## src/rtl/stg_pkg.sv

```systemverilog
// Shared definitions for the storage command sequencer: target encoding,
// FSM state encoding and the opcode values forwarded to storage.
package stg_pkg;

  typedef enum logic [1:0] {
    TGT_BUF  = 2'd0,
    TGT_LIFO = 2'd1,
    TGT_FIFO = 2'd2,
    TGT_RSVD = 2'd3
  } tgt_e;

  typedef enum logic [1:0] {
    ST_IDLE  = 2'd0,
    ST_ISSUE = 2'd1,
    ST_WAIT  = 2'd2,
    ST_RESP  = 2'd3
  } state_e;

  // Opcodes are opaque to the sequencer and passed straight through to storage.
  localparam logic [1:0] OP_NORMAL = 2'd0;
  localparam logic [1:0] OP_CLEAR  = 2'd1;
  localparam logic [1:0] OP_PEEK   = 2'd2;
  localparam logic [1:0] OP_RSVD   = 2'd3;

  // A command is refused if its target cannot service it at issue time.
  function automatic logic cmd_rejected(input tgt_e tgt, input logic wr,
                                        input logic full, input logic empty);
    logic rej;
    case (tgt)
      TGT_BUF:            rej = 1'b0;
      TGT_LIFO, TGT_FIFO: rej = wr ? full : empty;
      TGT_RSVD:           rej = 1'b1;
      default:            rej = 1'b1;
    endcase
    return rej;
  endfunction

endpackage

```

## src/rtl/stg_cmd_seq.sv

```systemverilog
// Host-to-storage command sequencer: accepts one command at a time, issues it
// to buffer/LIFO/FIFO for a single cycle and returns one response per command.
module stg_cmd_seq
  import stg_pkg::*;
#(
  parameter int DinLENGTH = 32,
  parameter int WIDTH     = 8,
  parameter int READ_LAT  = 1
) (
  input  logic                 clk,
  input  logic                 reset,
  input  logic                 cmd_valid,
  output logic                 cmd_ready,
  input  logic [1:0]           cmd_target,
  input  logic                 cmd_write,
  input  logic [WIDTH-1:0]     cmd_addr,
  input  logic [DinLENGTH-1:0] cmd_data,
  input  logic [1:0]           cmd_opcode,
  output logic                 chip_en_buf,
  output logic                 chip_en_lifo,
  output logic                 chip_en_fifo,
  output logic [DinLENGTH-1:0] din,
  output logic [WIDTH-1:0]     addr,
  output logic                 r_w,
  output logic                 valid,
  output logic [1:0]           opcode,
  input  logic [DinLENGTH-1:0] dout,
  input  logic                 full,
  input  logic                 empty,
  output logic                 rsp_valid,
  input  logic                 rsp_ready,
  output logic [DinLENGTH-1:0] rsp_data,
  output logic                 rsp_err
);

  localparam int CNT_W = $clog2(READ_LAT + 1);
  localparam logic [CNT_W-1:0] CNT_LAST = CNT_W'(READ_LAT);

  state_e               state_q, state_d;
  logic                 cmd_ready_q, cmd_ready_d;
  tgt_e                 tgt_q, tgt_d;
  logic                 write_q, write_d;
  logic [WIDTH-1:0]     addr_q, addr_d;
  logic [DinLENGTH-1:0] data_q, data_d;
  logic [1:0]           op_q, op_d;
  logic [CNT_W-1:0]     cnt_q, cnt_d;
  logic                 rsp_valid_q, rsp_valid_d;
  logic [DinLENGTH-1:0] rsp_data_q, rsp_data_d;
  logic                 rsp_err_q, rsp_err_d;
  logic                 reject_s;
  logic                 issue_s;

  // full/empty only matter while the command is actually being issued.
  assign reject_s = cmd_rejected(tgt_q, write_q, full, empty);
  assign issue_s  = (state_q == ST_ISSUE) && !reject_s;

  // Next-state and datapath update logic for the sequencer FSM.
  always_comb begin
    state_d     = state_q;
    cmd_ready_d = cmd_ready_q;
    tgt_d       = tgt_q;
    write_d     = write_q;
    addr_d      = addr_q;
    data_d      = data_q;
    op_d        = op_q;
    cnt_d       = cnt_q;
    rsp_valid_d = rsp_valid_q;
    rsp_data_d  = rsp_data_q;
    rsp_err_d   = rsp_err_q;
    case (state_q)
      ST_IDLE: begin
        if (cmd_valid && cmd_ready_q) begin
          tgt_d       = tgt_e'(cmd_target);
          write_d     = cmd_write;
          addr_d      = cmd_addr;
          data_d      = cmd_data;
          op_d        = cmd_opcode;
          cmd_ready_d = 1'b0;
          state_d     = ST_ISSUE;
        end else begin
          cmd_ready_d = 1'b1;
        end
      end
      ST_ISSUE: begin
        if (reject_s || write_q) begin
          rsp_valid_d = 1'b1;
          rsp_err_d   = reject_s;
          rsp_data_d  = '0;
          state_d     = ST_RESP;
        end else begin
          cnt_d   = CNT_W'(1);
          state_d = ST_WAIT;
        end
      end
      ST_WAIT: begin
        // cnt_q tracks clocks since issue; dout is valid on the final count.
        if (cnt_q == CNT_LAST) begin
          rsp_valid_d = 1'b1;
          rsp_err_d   = 1'b0;
          rsp_data_d  = dout;
          cnt_d       = '0;
          state_d     = ST_RESP;
        end else begin
          cnt_d = cnt_q + CNT_W'(1);
        end
      end
      ST_RESP: begin
        if (rsp_ready) begin
          rsp_valid_d = 1'b0;
          cmd_ready_d = 1'b1;
          state_d     = ST_IDLE;
        end else begin
          rsp_valid_d = 1'b1;
        end
      end
      default: begin
        state_d     = ST_IDLE;
        cmd_ready_d = 1'b0;
      end
    endcase
  end

  // State registers with synchronous active-low reset.
  always_ff @(posedge clk) begin
    if (!reset) begin
      state_q     <= ST_IDLE;
      cmd_ready_q <= 1'b0;
      tgt_q       <= TGT_BUF;
      write_q     <= 1'b0;
      addr_q      <= '0;
      data_q      <= '0;
      op_q        <= 2'd0;
      cnt_q       <= '0;
      rsp_valid_q <= 1'b0;
      rsp_data_q  <= '0;
      rsp_err_q   <= 1'b0;
    end else begin
      state_q     <= state_d;
      cmd_ready_q <= cmd_ready_d;
      tgt_q       <= tgt_d;
      write_q     <= write_d;
      addr_q      <= addr_d;
      data_q      <= data_d;
      op_q        <= op_d;
      cnt_q       <= cnt_d;
      rsp_valid_q <= rsp_valid_d;
      rsp_data_q  <= rsp_data_d;
      rsp_err_q   <= rsp_err_d;
    end
  end

  assign cmd_ready    = cmd_ready_q;
  assign valid        = issue_s;
  assign chip_en_buf  = issue_s && (tgt_q == TGT_BUF);
  assign chip_en_lifo = issue_s && (tgt_q == TGT_LIFO);
  assign chip_en_fifo = issue_s && (tgt_q == TGT_FIFO);
  assign din          = data_q;
  assign addr         = addr_q;
  assign r_w          = write_q;
  assign opcode       = op_q;
  assign rsp_valid    = rsp_valid_q;
  assign rsp_data     = rsp_data_q;
  assign rsp_err      = rsp_err_q;

endmodule

```

## config.mk

```make
export PLATFORM = sky130hd
export DESIGN_NAME = stg_cmd_seq
export DESIGN_NICKNAME = d
export VERILOG_FILES = /design/src/rtl/stg_pkg.sv /design/src/rtl/stg_cmd_seq.sv
export SDC_FILE = /design/constraint.sdc
export NUM_CORES = 1
export LEC_CHECK = 0
export CORE_MARGIN = 3
export CORE_UTILIZATION = 35
export DETAILED_ROUTE_END_ITERATION = 10
export GPL_ROUTABILITY_DRIVEN = 0
export PLACE_DENSITY = 0.76
export SETUP_SLACK_MARGIN = 0.4
export SYNTH_ARGS = -nofsm -noshare
export SYNTH_HDL_FRONTEND = slang
export SYNTH_SLANG_ARGS = --single-unit
```

## constraint.sdc

```tcl
create_clock -name clk -period 1.67 [get_ports clk]
set_input_delay 0.2505 -clock clk [delete_from_list [all_inputs] [get_ports clk]]
set_output_delay 0.2505 -clock clk [all_outputs]
set_load 0.03 [all_outputs]
```

=== After elaboration in Yosys (flattened, before gate mapping) ===
Index checks and enable logic that the tools add are counted.

* Register bits: 83
* Bits in latches: 0
* Memory bits (writable): 0
* ROM bits: 0
* Input bits: 83
* Output and inout bits: 82
* Memories kept: 0

* Add/subtract/negate cells: 1
* Multipliers: 0
* Div/mod/pow operators: 0
* Order comparisons: 0
* Equal/unequal tests: 11
* Shifts and indexed selects: 0
* Mux-type cells: 23
* Bitwise gates (word level): 0
* Reductions and logical operators: 19

{| class="wikitable"
|+ Operators with widths
! kind !! number
|-
| $mux W32 || 2
|-
| $pmux W32 S2 || 1
|-
| $mux W1 || 11
|-
| $reduce_and A3 Y1 || 3
|-
| $eq A2 B2 Y1 const B || 4
|-
| $ne A2 B2 Y1 const B || 4
|-
| $pmux W2 S4 || 1
|-
| $mux W2 || 3
|-
| $pmux W1 S2 || 3
|-
| $pmux W1 S3 || 2
|-
| $reduce_and A2 Y1 || 3
|-
| $logic_and A1 B1 Y1 || 5
|-
| $eq A2 B1 Y1 const B || 2
|-
| $logic_not A2 Y1 || 2
|-
| $reduce_bool A2 Y1 || 2
|-
| $reduce_bool A3 Y1 || 1
|-
| $ne A2 B1 Y1 const B || 1
|-
| $reduce_or A2 Y1 || 1
|-
| $add A1 B1 Y1 const B || 1
|-
| $logic_not A1 Y1 || 1
|-
| $logic_or A1 B1 Y1 || 1
|}

=== Longest topological paths before layout ===
* Depth in word-level cells: 6
* Gate-level depth with buffers: 7
* Depth with buffers taken out: 6

=== Least setup slack after synthesis ===
OpenSTA, ideal clock, no wires.

* Path type: reg-to-output
* Start: reg write_q, in the netlist r_w
* End: out chip_en_buf
* Data arrival time: 1.759 ns
* Data required time: 1.419 ns
* Path slack: -0.340 ns
* Stages on the path, launching flop included: 5
* Path buffers: 0
* Path through: dfxtp_1 > mux2_2 > a21oi_1 > o21a_1 > and2_1

* Longest elaborated chain between the ends: 5

{| class="wikitable"
|+ Ends and longest elaborated chain
! item !! RTL line !! text
|-
| start, declared || stg_cmd_seq.sv:42 || <nowiki>logic write_q, write_d;</nowiki>
|-
| start signal, assigned || stg_cmd_seq.sv:141 || <nowiki>write_q <= write_d;</nowiki>
|-
| $mux W1 || stg_pkg.sv:31 || <nowiki>TGT_LIFO, TGT_FIFO: rej = wr ? full : empty;</nowiki>
|-
| $pmux W1 S3 || stg_pkg.sv:29 || <nowiki>case (tgt)</nowiki>
|-
| $logic_not A1 Y1 || stg_cmd_seq.sv:55 || <nowiki>assign issue_s = (state_q == ST_ISSUE) && !reject_s;</nowiki>
|-
| $logic_and A1 B1 Y1 || stg_cmd_seq.sv:55 ||
|-
| named net valid || stg_cmd_seq.sv:25 || <nowiki>output logic valid,</nowiki>
|-
| $logic_and A1 B1 Y1 || stg_cmd_seq.sv:154 || <nowiki>assign chip_en_buf = issue_s && (tgt_q == TGT_BUF);</nowiki>
|-
| end, declared || stg_cmd_seq.sv:19 || <nowiki>output logic chip_en_buf,</nowiki>
|}

The timed path passes the listed nets, and every way through them passes these cells.

=== Worst setup path after layout ===
* Start: reg write_q, in the netlist r_w
* End: out chip_en_lifo

* Longest elaborated chain between the ends: 5

{| class="wikitable"
|+ Ends and longest elaborated chain
! item !! RTL line !! text
|-
| $mux W1 || stg_pkg.sv:31 ||
|-
| $pmux W1 S3 || stg_pkg.sv:29 ||
|-
| $logic_not A1 Y1 || stg_cmd_seq.sv:55 ||
|-
| $logic_and A1 B1 Y1 || stg_cmd_seq.sv:55 ||
|-
| $logic_and A1 B1 Y1 || stg_cmd_seq.sv:155 || <nowiki>assign chip_en_lifo = issue_s && (tgt_q == TGT_LIFO);</nowiki>
|-
| end, declared || stg_cmd_seq.sv:20 || <nowiki>output logic chip_en_lifo,</nowiki>
|}

Every way passes these cells.

==> summary.txt <==
Worst hold path
  – Tightest Hold Check Type: input pin to register
  – HP Start: cmd_data[2]

Timing
  – Clock Skew: 12.7 ps
  – Final setup viols: 39
  – Setup TNS: -5290 ps
  – Period utilization: 1.11
  – Final WS setup: -186 ps
  – Max Clk Rate: between 500 and 600 MHz
  – Min cycle time layout: approximately 1900 ps
  – Pins Over Slew Limit: 0
  – Final hold violation count: 0
  – Worst slew margin: 0.709
  – RSZ-0062 raised after global routing: true
  – Tightest Pin Transition: 435 ps

Clock tree
  – Clock root buffer master: clkbuf_8
  – CTS tree: built
  – Clock transition at path regs: 90 ps
  – Hold buffer count at cts: 0
  – CTS sink count: 83
  – Max clock buf depth: 2
  – H-Tree Depth: 3
  – Total CTS buffers: 9
  – Clock latency on the worst-skew pair: 350 ps

Layout
  – Final std cells w/o fill: roughly 650
  – Layout area overhead: 106%
  – Final Util: 0.761
  – Layout cells sized above 1: 0.603
  – Final net count: 629
  – Ant diodes: 0

Drt
  – Vias: approximately 3,300
  – Number of remaining DRC errors: 0
  – Routed WL per cell: roughly 18 µm
  – Drt pass-1 iters: 4
  – Routed vias/inst: approximately 5
  – Routed WL: about 12 mm
  – Initial DRC Count: slightly below 60
  – DRT antenna net count: 0

Outcome
  – Status: complete, but fails checks
  – Failing checks: negative setup slack

Worst setup path
  – CP delay by family, top: flip-flops
  – Critical Setup Path Class: register to output pin
  – Critical path's slowest cell: dfxtp_4
  – Setup crit start kind: register
  – Critical Path Start: r_w
  – Buf+Inv Stages, Crit Path: 1
  – WP data required: roughly 1400 ps
  – Top fanout value on the critical path: 4
  – Arr. time, crit path: roughly 1600 ps
  – Critical Path End Type: output pin
  – CP max stage delay: between 300 and 400 ps
  – Crit-path cells: mux2_4 > a21oi_4 > o21a_4 > and2_4 > buf_6
  – R2r startpoint: tgt_q[1]

Logic synthesis
  – Syn Nets: 422
  – Number of flops mapped to enable cells by yosys: 0
  – Top cells by area, synth: dfxtp_1, nand2_1, a22o_2, a21oi_1, ha_1
  – Synth Warn #: 0
  – Commonest cells post-synth: nand2_1, dfxtp_1, a21oi_1
  – Synth Instances: 329
  – FF+latch count, synth: 83
  – Synth Flop Type: dfxtp_1
  – Ys async rst share: 0
  – Top-count cell post-synth: nand2_1
  – Seq/Total Area, Yosys: 0.534
  – Avg Cell Area, Syn: 9.45 µm²
  – Synthesized cell area: 3110 µm²
  – Post-synth cell types: 38
  – Synth area leader: dfxtp_1
  – Top-area cell type share of the netlist area: 0.534

Floorplan
  – Ports: approximately 170
  – Chip height: 100 µm
  – Row count: 33
  – Initial Util: 0.369
  – Die width: ~100 µm
  – Die area: 10,100 µm²
  – Core box area: ~8400 µm²

Global route
  – Number of global-route vias before repair: approximately 3,400
  – First-pass GRT wire length: between 15 and 20 mm
  – Initial antenna violation count: 0
  – Global route total overflow: 0
  – Largest net degree at the start of global routing: 48
  – Tot GR Track Use: 0.218

Pwr
  – Tot Pwr: between 8 and 9 mW
  – Pwr dens: between 1000 and 1500 nW/µm²
  – Peak supply drop: 0.734 mV
  – Leakage: ~2.8 nW

Place
  – Port Buffers: between 150 and 200
  – Placed insts: 588
  – Pre-CTS setup slack: -259 ps
  – Dpl hpwl: slightly above 6 mm

Flow run
  – Max-Cap Viols: 0
==> report_power, final <==
group | switching, mW | internal, mW
logic | 2.23 | 2.29
registers | 0.270 | 2.24
clock network | 0.712 | 0.580
total | 3.21 | 5.11
==> sequential cells by signal (all words and copies together) (netlist names) <==
name	cells
opcode	2
din	32
cnt_q	1
rsp_err	1
r_w	1
addr	8
cmd_ready	1
state_q	2
rsp_data	32
tgt_q	2
rsp_valid	1
==> final timing paths <==
kind                  end  slack (ps)  cells after the start
min                din[2]         450                      3
max reg2reg  rsp_data[10]        -160                      8
max          chip_en_lifo        -190                      5
min reg2reg       din[10]         470                      2
==> worst min-delay path: cells and delay by family <==
| family | cells | cell delay [ps] |
|---|---|---|
| AND/OR/NAND/NOR | 1 | 70 |
| AO/OA/AOI/OAI | 1 | 50 |
| buffers and inverters | 1 | 390 |
==> final cells by class <==
| type | count | area (µm²) |
|---|---|---|
| Multi-Input combinational cell | 223 | 2250 |
| Clock inverter | 4 | 26.3 |
| Sequential cell | 83 | 1680 |
| Tap cell | 105 | 131 |
| Timing Repair Buffer | 213 | 2140 |
| Clock buffer | 12 | 145 |
| Inverter | 6 | 32.5 |
| Fill cell | 574 | 2010 |
==> metal layers <==
metal	up-vias	part of all wire	track usage	wire, µm
met5	-	0	0	0
met4	0	0.025	0.0798	300
met3	27	0.071	0.0695	839
met2	146	0.53	0.379	6250
met1	1554	0.38	0.249	4490
li1	1557	-	-	-
==> through the flow <==
step           hold slack [ps]  area [µm²]
2_1_floorplan              372        3220
3_3_place_gp               441        4980
3_5_place_dp               446        4980
4_1_cts                    429        6260
5_1_grt                    451        6410
6_report                   451        6410
==> timing repair <==
item	4_1_cts	5_1_grt
buffers inserted	19	4
gates cloned	15	4
resized for setup	397	236
endpoints found under the setup margin	164	151
pin swaps	62	72
==> logic make-up (layout without fill, tap and decap cells) <==
logic type,after synthesis,after routing,synth area share
AOI/OAI and AO/OA,93,93,0.220
adders and majority gates,10,10,0.0402
buffers and inverters,26,235,0.0438
DFF,83,83,0.534
muxes,2,2,0.00684
and+or+nand+nor,115,118,0.155
==> cell usage in the layout (no fill, tap or decap), types with 3 or more instances in the layout <==
master	Yosys	routed
a21oi_2	0	45
a22o_1	6	6
a22o_2	27	11
a22o_4	0	16
and2_4	1	4
buf_12	0	11
buf_16	0	12
buf_2	7	72
buf_4	0	7
buf_6	4	21
clkbuf_16	0	3
clkbuf_8	0	10
clkdlybuf4s15_2	0	3
clkdlybuf4s50_1	0	82
dfxtp_1	83	76
dfxtp_4	0	5
ha_1	10	4
ha_4	0	4
nand2_1	94	29
nand2_2	0	5
nand2_4	0	60
nor2_1	7	4
nor2_2	0	3
nor2_4	1	4
Power figures use the tool's default switching activity.
